<file path="src/rtl/ysyx_24090003_pkg.sv">
// Shared definitions for the ysyx_24090003 instruction fetch unit:
// datapath width, default reset PC and the fetch FSM state encoding.
package ysyx_24090003_pkg;

  localparam int unsigned XLEN = 32;

  localparam logic [XLEN-1:0] DEFAULT_RESET_PC = 32'h8000_0000;

  typedef enum logic [1:0] {
    S_REQ,
    S_WAIT,
    S_OUT,
    S_NPC
  } ifu_state_e;

endpackage

</file>
<file path="src/rtl/ysyx_24090003_ifu.sv">
// Instruction fetch unit: one outstanding fetch, REQ -> WAIT -> OUT -> NPC loop.
// Misaligned next-PCs bypass memory and deliver a faulting null instruction.
module ysyx_24090003_ifu
  import ysyx_24090003_pkg::*;
#(
  parameter logic [XLEN-1:0] RESET_PC = DEFAULT_RESET_PC
) (
  input  logic            clk,
  input  logic            rst,
  output logic            imem_req_valid,
  input  logic            imem_req_ready,
  output logic [XLEN-1:0] imem_req_addr,
  input  logic            imem_resp_valid,
  input  logic [XLEN-1:0] imem_resp_data,
  input  logic            imem_resp_err,
  output logic            inst_valid,
  input  logic            inst_ready,
  output logic [XLEN-1:0] inst,
  output logic [XLEN-1:0] inst_pc,
  output logic            inst_fault,
  input  logic            npc_valid,
  input  logic [XLEN-1:0] npc
);

  ifu_state_e      state_q, state_d;
  logic [XLEN-1:0] pc_q, pc_d;
  logic [XLEN-1:0] inst_q, inst_d;
  logic [XLEN-1:0] inst_pc_q, inst_pc_d;
  logic            fault_q, fault_d;

  always_ff @(posedge clk) begin
    if (rst) begin
      state_q   <= S_REQ;
      pc_q      <= RESET_PC;
      inst_q    <= '0;
      inst_pc_q <= '0;
      fault_q   <= 1'b0;
    end else begin
      state_q   <= state_d;
      pc_q      <= pc_d;
      inst_q    <= inst_d;
      inst_pc_q <= inst_pc_d;
      fault_q   <= fault_d;
    end
  end

  always_comb begin
    state_d        = state_q;
    pc_d           = pc_q;
    inst_d         = inst_q;
    inst_pc_d      = inst_pc_q;
    fault_d        = fault_q;
    imem_req_valid = 1'b0;
    inst_valid     = 1'b0;

    unique case (state_q)
      S_REQ: begin
        imem_req_valid = 1'b1;
        if (imem_req_ready) state_d = S_WAIT;
      end
      S_WAIT: begin
        if (imem_resp_valid) begin
          inst_d    = imem_resp_err ? '0 : imem_resp_data;
          fault_d   = imem_resp_err;
          inst_pc_d = pc_q;
          state_d   = S_OUT;
        end
      end
      S_OUT: begin
        inst_valid = 1'b1;
        if (inst_ready) state_d = S_NPC;
      end
      S_NPC: begin
        if (npc_valid) begin
          pc_d = npc;
          // A misaligned target never reaches memory; it is reported as a fault.
          if (npc[1:0] == 2'b00) begin
            state_d = S_REQ;
          end else begin
            inst_d    = '0;
            fault_d   = 1'b1;
            inst_pc_d = npc;
            state_d   = S_OUT;
          end
        end
      end
      default: state_d = S_REQ;
    endcase
  end

  assign imem_req_addr = pc_q;
  assign inst          = inst_q;
  assign inst_pc       = inst_pc_q;
  assign inst_fault    = fault_q;

endmodule

</file>
<file path="config.mk">
export PLATFORM = sky130hd
export DESIGN_NAME = ysyx_24090003_ifu
export DESIGN_NICKNAME = d
export VERILOG_FILES = /design/src/rtl/ysyx_24090003_pkg.sv /design/src/rtl/ysyx_24090003_ifu.sv
export SDC_FILE = /design/constraint.sdc
export NUM_CORES = 1
export LEC_CHECK = 0
export CAP_MARGIN = 20
export CORE_MARGIN = 1
export CORE_UTILIZATION = 56
export CTS_CLUSTER_DIAMETER = 80
export DETAILED_ROUTE_END_ITERATION = 10
export DONT_BUFFER_PORTS = 1
export PLACE_DENSITY = 0.74
export SETUP_SLACK_MARGIN = 0.4
export SYNTH_ARGS = -nofsm -noshare
export SYNTH_HDL_FRONTEND = slang
export SYNTH_SLANG_ARGS = --single-unit
</file>
<file path="constraint.sdc">
create_clock -name clk -period 1.65 [get_ports clk]
set_clock_uncertainty 0.15 [all_clocks]
set_input_delay 0.495 -clock clk [delete_from_list [all_inputs] [get_ports clk]]
set_output_delay 0.495 -clock clk [all_outputs]
set_load 0.01 [all_outputs]
</file>
==> results of run 1 <==
-- critical path, cell delays in order (launching register included) --
cell and delay (ns):
dfxtp_4 0.40, buf_4 0.16, and4bb_1 0.23, and2_4 0.17, bufbuf_16 0.28, a32o_1 0.20
-- area by class of cell --
type,count,area (µm²)
Clock buffer,11,163
Multi-Input combinational cell,240,2540
Clock inverter,5,65.1
Sequential cell,99,2230
Fill cell,345,1060
Inverter,5,26.3
Antenna cell,1,2.50
Tap cell,96,120
Timing Repair Buffer,43,619
-- layer usage --
| metal | GRT usage [%] | vias up |
|---|---|---|
| met5 | 0 | - |
| met4 | 13.2 | 0 |
| met3 | 9.52 | 22 |
| met2 | 47.1 | 177 |
| met1 | 31.5 | 1732 |
| li1 | - | 1502 |
-- cell usage after synthesis (all sizes together), types with 2 or more instances --
| library cell | count |
|---|---|
| inv | 5 |
| a21oi | 32 |
| dfxtp | 99 |
| nand2 | 64 |
| buf | 16 |
| nor3 | 2 |
| nor2 | 2 |
| a31o | 32 |
| a2111oi | 32 |
| nand3 | 2 |
| clkbuf | 29 |
| a32o | 32 |
| mux2i | 32 |
-- placed cells by master, fill, tap and decap left out, types with 2 or more instances in the layout --
cell type	instances
a21o_4	2
a2111oi_4	29
dfxtp_2	48
nand2_2	28
a32o_1	32
dfxtp_4	51
a31o_1	32
inv_6	2
a21oi_1	21
a21oi_2	11
clkinv_4	2
buf_6	9
clkbuf_8	10
mux2i_1	19
clkbuf_16	5
a2111oi_2	3
buf_12	8
inv_1	3
buf_4	17
nand2_1	36
buf_16	3
mux2i_4	3
mux2i_2	10
-- flip-flops by register name, indices dropped and copies added, names as in the netlist --
| name | cells |
|---|---|
| imem_req_addr | 32 |
| inst | 32 |
| inst_pc | 32 |
| state_q | 2 |
| inst_fault | 1 |
-- final timing paths --
path / from / to / slack [ns] / cells past startpoint
min: rst / imem_req_addr[3]$_SDFFE_PP0P_ / 0.04 / 1
min reg2reg: imem_req_addr[22]$_SDFFE_PP0P_ / imem_req_addr[22]$_SDFFE_PP0P_ / 0.35 / 2
max: state_q[1]$_SDFFE_PP0P_ / inst[0]$_SDFFE_PP0P_ / -0.03 / 5
max reg2reg: state_q[1]$_SDFFE_PP0P_ / inst[0]$_SDFFE_PP0P_ / -0.03 / 5
-- power groups by stage --
stage                     Sequential, W  Combinational [W]  Clock (W)
final                           0.00242           0.000637    0.00170
after detailed placement        0.00254           0.000310          0
after global placement          0.00254           0.000305          0
after global routing            0.00242           0.000660    0.00183
after floorplan                 0.00253           0.000301          0
after CTS                       0.00246           0.000442    0.00173
-- kinds of logic (layout without fill, tap and decap cells) --
logic type,Yosys count,in the layout,share of synthesized area [%]
AOI/OAI and AO/OA,131,132,27.4
buffers and inverters,50,64,6.47
other,0,1,0
DFF,99,99,49.8
and+or+nand+nor,75,75,7.76
muxes,33,33,8.61
-- repair_timing --
item	in CTS	in global routing
gates resized for setup	191	117
endpoints found under the setup margin	198	198
hold buffers	0	0
buffers inserted	6	8
pin swaps	30	39
gates cloned	4	6
-- per-stage QoR --
step	cell area, µm²	util [%]
after floorplan	4180	-
after global placement	4110	60.1
after detailed placement	4110	60.1
after CTS	5010	73.4
after global routing	5770	84.4
final	5770	84.4
==> flow_summary.toml, run 1 <==
[layout]
nets = 469
final_cells = 500
syn_to_final_growth_pct = 44.8
layout-drive-gt1-share_pct = 63.5

[power_and_ir_drop]
p_clk_share_pct = 35.8
ir_drop_mv = 0.632
p_seq_share_pct = 50.8
p_switching_w = 0.00126
power_w = 0.00476
p_sw_share_pct = 26.4
power_frac_comb_pct = 13.4
leakage_nw = 1.71
power_density_mw_per_mm2 = 825
p_int_w = 0.00350

[route]
drt-total-wl_um = 12600
wl_per_cell_um = 25.2
num_vias = 3433
dr_wl_met3_um = 1160
drc = 0
route.met2.wl_um = 6410
ant_nets = 0
viasPerCell = 6.87
firstDrtPassIters = 5
m1WireLength_um = 4770
drt_iter0_drc = 255
highest-signal-layer = "met4"

[timing]
worst_slack_ns = -0.0266
maxSlewViolCount = 0
period_share_pct = 102
timing.setup.tns_ns = -0.380
slew_headroom_pct = 63.4
hold_viol_final = 0
whs_ns = 0.0396
rsz0062_at_grt = "true"
worstMarginPinSlew_ns = 0.549
timing.fmax_mhz = 596
fin_crit_ns = 1.68
setup_viol = 23

[flow_run]
max_cap_viol_count = 0

[global_routing]
grt_max_degree = 68
grt_usage_pct = 27.8
antenna_found_initial = 1
grt_pass1_wl_um = 16000
grt_pass1_vias = 3208
gr-total-overflow = 0

[placed_design]
dpl.cell_count = 459
dp_hpwl_um = 6460
dp_slack_ns = -0.0594
io_buffers = 0
routabilityCongestion = 0.794

[synth]
synth-async-reset-ratio_pct = 0
synthesis.yosys.warnings = 0
syn_inst = 388
synthDistinctLibCells = 26
yosysTopAreaCellShare_pct = 49.8
synthesis.nets = 459
synth_area_leaders = "dfxtp_1 (50%), a32o_1 (8.0%), mux2i_1 (8.0%)"
synthesis.area_mm2 = 0.00398
synth-seq-area-share_pct = 49.8
yosysTopAreaCell = "dfxtp_1"
ys.flop_type = "dfxtp_1"
avgSynthCellArea_um2 = 10.3
ys_seq_elements = 99
synth_edf_count = 0

[floorplanning]
design.portCount = 170
start_util_pct = 58.3
rows = 30
coreArea_mm2 = 0.00683
dieArea_mm2 = 0.00745
die_y_um = 86.3
dieWidth_um = 86.3

[cts]
clk_latency_ns = 0.36
clock-sinks = 99
cts_tree = "yes"
htreeDepth = 3
cts_buffers = 9
clkSlewWorstSetupHoldPaths_ns = 0.09
cts_buffer_depth = 2
cts-root-buf = "clkbuf_8"

[status]
violations = "setup timing"
status = "complete, but fails checks"

[setup_path]
cp-start-kind = "register"
worstPathArrival_ns = 1.78
endpoint_kind = "register"
worst_ep_required_time_ns = 1.75
crit_type = "register to register"
worstPathMaxFanout = 16

[worst_hold_path]
hold_path_class = "input port to register"
Note: power is estimated with default switching activity, not from simulation.
==> run 2, diff against run 1 <==
--- a/config.mk
+++ b/config.mk
@@ -7,11 +7,11 @@
 export LEC_CHECK = 0
 export CAP_MARGIN = 20
 export CORE_MARGIN = 1
-export CORE_UTILIZATION = 56
+export CORE_UTILIZATION = 33
 export CTS_CLUSTER_DIAMETER = 80
 export DETAILED_ROUTE_END_ITERATION = 10
 export DONT_BUFFER_PORTS = 1
-export PLACE_DENSITY = 0.74
+export GPL_ROUTABILITY_DRIVEN = 0
 export SETUP_SLACK_MARGIN = 0.4
 export SYNTH_ARGS = -nofsm -noshare
 export SYNTH_HDL_FRONTEND = slang
==> run 2 against run 1 <==
The flow finishes with violations (DRC, setup timing); worst hold slack improved by 0.014 ns; first-iteration DRC count shrank 25%; flip-flop and latch count did not move; via count is 2.7% higher; routed wire length grew 12%; clock-buffer cell count is 1 lower; clock power grew 17%; maximum frequency fell by 2.5%.
==> flow_summary.toml, run 2 (same netlist as run 1, synthesis figures left out) <==
[global_routing]
antenna_found_initial = 0
grt_usage_pct = 19.7
grt_pass1_wl_um = 19100
grt_max_degree = 68
grt_pass1_vias = 3562
gr-total-overflow = 0

[power_and_ir_drop]
power_w = 0.00517
power_frac_comb_pct = 14.6
p_seq_share_pct = 46.9
p_clk_share_pct = 38.5
p_int_w = 0.00377
power_density_mw_per_mm2 = 812
leakage_nw = 1.94
ir_drop_mv = 0.427
p_sw_share_pct = 27.0
p_switching_w = 0.00139

[route]
num_vias = 3527
wl_per_cell_um = 24.3
firstDrtPassIters = 7
drt_iter0_drc = 190
ant_nets = 0
drc = 10
viasPerCell = 6.09
drt-total-wl_um = 14000

[cts]
clkSlewWorstSetupHoldPaths_ns = 0.07
hold_buffers = 0
cts_buffer_depth = 2
cts_tree = "yes"
clock-sinks = 99
htreeDepth = 3
cts-root-buf = "clkbuf_16"
clk_latency_ns = 0.34
cts_buffers = 9

[setup_path]
cp-start-kind = "register"
crit_chain = "buf_6 -> buf_12 -> nor2b_4"
startpoint = "state_q[1]$_SDFFE_PP0P_"
r2r_cells = 6
regToRegSetupSlack_ns = -0.06
worstPathArrival_ns = 1.07
worst_ep_required_time_ns = 1.00
cp_slowest_cell = "dfxtp_4"
reg2reg_from = "state_q[1]$_SDFFE_PP0P_"
worstPathMaxFanout = 5
endpoint_kind = "output port"
crit_type = "register to output port"
critPathMaxStageDelay_ns = 0.37
reg2reg_to = "inst_pc[6]$_SDFFE_PP0P_"

[layout]
final_common_cell = "dfxtp_4"
final_util_pct = 55.0
layout_common_cells = "dfxtp_4 (53), dfxtp_2 (46), nand2_1 (36)"
antennaDiodeCount = 0
syn_to_final_growth_pct = 59.9
final.fill_count = 944
nets = 502
layout-drive-gt1-share_pct = 68.1

[floorplanning]
start_util_pct = 34.4
die_y_um = 112
design.portCount = 170
coreArea_mm2 = 0.0116
dieWidth_um = 112
dieArea_mm2 = 0.0125
rows = 39

[worst_hold_path]
hp-start = "rst"
min_to = "imem_req_addr[18]$_SDFFE_PP0P_"
hold_depth = 1
hold_path_class = "input port to register"

[timing]
setup_viol = 42
period_share_pct = 104
worst_slack_ns = -0.0700
whs_ns = 0.0540
timing.setup.tns_ns = -1.27
worstMarginPinSlew_ns = 0.407
slew_headroom_pct = 72.7
timing.fmax_mhz = 581
maxSlewViolCount = 0
fin_crit_ns = 1.72
hold_viol_final = 0
rsz0062_at_grt = "true"

[placed_design]
io_buffers = 0
dp_hpwl_um = 7330

[flow_run]
max_cap_viol_count = 0

[status]
status = "complete, but fails checks"
violations = "DRC, setup timing"
## run 2: per-layer routing
metal / vias to the layer above / track usage, % / share of wire (%)
met3: 30 / 7.08 / 8.3
met2: 157 / 35.5 / 53
li1: 1574 / - / -
met4: 0 / 7.48 / 2.7
met1: 1766 / 20.8 / 37
met5: - / 0 / 0
## run 2: area by class of cell
cell class	instances	area, µm²	area share (%)
multi-input combinational	244	2650	41.6
sequential	99	2240	35.2
timing repair buffer	72	1000	15.8
clock buffer	10	229	3.60
tap	143	179	2.81
clock inverter	6	46.3	0.727
inverter	5	21.3	0.334
## run 2: worst max path at each step
stage	endpoint	slack, ns	cells past startpoint
global route	inst_pc[10]$_SDFFE_PP0P_	-0.11	6
floorplan	inst[1]$_SDFFE_PP0P_	0.13	5
global placement	inst_pc[31]$_SDFFE_PP0P_	-0.19	4
finish	inst_valid	-0.07	3
CTS	inst_valid	-0.07	3
detailed placement	inst_pc[31]$_SDFFE_PP0P_	-0.21	4
## run 2: critical path: cells and delay by family (launching register included)
| kind | cells | cell delay, ns |
|---|---|---|
| DFF | 1 | 0.37 |
| and+or+nand+nor | 1 | 0.16 |
| buffers and inverters | 2 | 0.20 |
## run 2: per-stage QoR
stage	cells	cell area, µm²	setup slack, ns
5_1_grt	579	6360	-0.111
6_report	579	6360	-0.0700
3_3_place_gp	516	4300	-0.189
4_1_cts	562	5610	-0.0658
2_1_floorplan	388	4180	0.131
3_5_place_dp	516	4300	-0.212
## run 2: power by group through the flow
stage          Sequential [W]  Clock (W)  Combinational, W
2_1_floorplan         0.00253          0          0.000301
6_report              0.00242    0.00199          0.000753
3_3_place_gp          0.00254          0          0.000354
3_5_place_dp          0.00254          0          0.000361
5_1_grt               0.00243    0.00214          0.000789
4_1_cts               0.00246    0.00204          0.000604
## run 2: what timing repair did
| action | CTS | global route |
|---|---|---|
| pin swaps | 31 | 38 |
| setup endpoints to repair | 198 | 198 |
| resized for setup | 219 | 124 |
| buffers inserted | 23 | 7 |
| gates cloned | 7 | 10 |
| hold endpoints to repair | 0 | 0 |
==> run 3, diff against run 2 <==
--- a/config.mk
+++ b/config.mk
@@ -8,6 +8,7 @@
 export CAP_MARGIN = 20
 export CORE_MARGIN = 1
 export CORE_UTILIZATION = 33
+export CTS_BUF_LIST = sky130_fd_sc_hd__clkbuf_16
 export CTS_CLUSTER_DIAMETER = 80
 export DETAILED_ROUTE_END_ITERATION = 10
 export DONT_BUFFER_PORTS = 1
==> run 3 against run 2 <==
The flow still finishes with violations (DRC, setup timing); final cell count stayed put; total power down 0.20%; critical path depth stayed put; final area unchanged; via count is 0.26% higher; combinational power is essentially flat; largest cell class unchanged; largest power group unchanged; highest routed layer unchanged.
==> flow_summary.toml, run 3 (same netlist as run 1, synthesis figures left out) <==
[floorplanning]
coreArea_mm2 = 0.0116
design.portCount = 170
dieWidth_um = 112
dieArea_mm2 = 0.0125
start_util_pct = 34.4
die_y_um = 112
rows = 39

[setup_path]
worst_ep_required_time_ns = 1.00
worstPathMaxFanout = 5
endpoint_kind = "output port"
cp-start-kind = "register"
worstPathArrival_ns = 1.07
crit_type = "register to output port"

[layout]
nets = 502
final_common_cell = "dfxtp_4"
design_area_mm2 = 0.00636
final.fill_count = 944
layout-drive-gt1-share_pct = 68.1
final_cells = 579
syn_to_final_growth_pct = 59.9
layout_common_cells = "dfxtp_4 (53), dfxtp_2 (46), nand2_1 (36)"
antennaDiodeCount = 0

[timing]
worst_slack_ns = -0.0692
maxSlewViolCount = 0
worstMarginPinSlew_ns = 0.408
timing.setup.tns_ns = -1.25
setup_viol = 42
timing.fmax_mhz = 582
hold_viol_final = 0
fin_crit_ns = 1.72
rsz0062_at_grt = "true"
slew_headroom_pct = 72.7
period_share_pct = 104

[power_and_ir_drop]
power_density_mw_per_mm2 = 810
leakage_nw = 1.95
ir_drop_mv = 0.426
power_w = 0.00516

[worst_hold_path]
hold_path_class = "input port to register"

[cts]
cts_buffers = 9
cts-root-buf = "clkbuf_16"
cts_buffer_depth = 2
clk_latency_ns = 0.34
cts_tree = "yes"
htreeDepth = 3
clkSlewWorstSetupHoldPaths_ns = 0.07
clock-sinks = 99

[route]
drt_iter0_drc = 184
num_vias = 3536
drc = 10
wl_per_cell_um = 24.2
ant_nets = 0
drt-total-wl_um = 14000
viasPerCell = 6.11
firstDrtPassIters = 7

[global_routing]
antenna_found_initial = 0
grt_pass1_wl_um = 19100
grt_max_degree = 68
gr-total-overflow = 0
grt_pass1_vias = 3562
grt_usage_pct = 19.7

[placed_design]
dpl.cell_count = 516
dp_hpwl_um = 7330
io_buffers = 0
placed_area_mm2 = 0.00430

[flow_run]
max_cap_viol_count = 0

[status]
status = "complete, but fails checks"
violations = "DRC, setup timing"
run 3: cell type report:
cell class                      instances  area (µm²)  share of cell area, %
Clock buffer                            9         225                   3.54
Inverter                                5        21.3                  0.334
Multi-Input combinational cell        244        2650                   41.6
Sequential cell                        99        2240                   35.2
Tap cell                              143         179                   2.81
Timing Repair Buffer                   72        1000                   15.8
Clock inverter                          7        50.0                  0.786
run 3: metrics by stage:
stage | hold WS [ns] | setup slack (ns) | util (%)
finish | 0.0560 | -0.0692 | 55.0
global route | 0.0386 | -0.111 | 55.0
CTS | 0.0507 | -0.0658 | 48.5
detailed placement | 0.350 | -0.212 | 37.2
global placement | 0.345 | -0.189 | 37.2
floorplan | 0.323 | 0.131 | -
run 3: path summary, 6_finish.rpt:
kind                                  start                        endpoint  slack (ns)  depth (start not counted)
max                 state_q[1]$_SDFFE_PP0P_                      inst_valid       -0.07                          3
min                                     rst  imem_req_addr[23]$_SDFFE_PP0P_        0.06                          1
max reg2reg         state_q[1]$_SDFFE_PP0P_         inst_pc[6]$_SDFFE_PP0P_       -0.06                          6
min reg2reg  imem_req_addr[24]$_SDFFE_PP0P_  imem_req_addr[24]$_SDFFE_PP0P_        0.35                          2
run 3: layer usage:
metal	part of all wire [%]	vias to the layer above	GRT usage (%)
met5	0	-	0
met1	36	1770	20.8
li1	-	1575	-
met2	53	165	35.5
met4	2.1	0	7.48
met3	8.5	26	7.08
run 3: timing repair:
| action | CTS | global route |
|---|---|---|
| pin swaps | 31 | 38 |
| buffers inserted | 23 | 7 |
| gates resized for setup | 219 | 124 |
| hold buffers | 0 | 0 |
| endpoints found under the setup margin | 198 | 198 |
| gates cloned | 7 | 10 |
run 3: critical path: stages, from the launching register on:
cell	delay, ns
dfxtp_4	0.37
buf_6	0.10
buf_12	0.10
nor2b_4	0.16
run 3: where the power goes:
group          internal [W]  total, W  switching [W]
clock               0.00103   0.00198       0.000950
sequential          0.00236   0.00242      0.0000594
combinational      0.000373  0.000753       0.000380
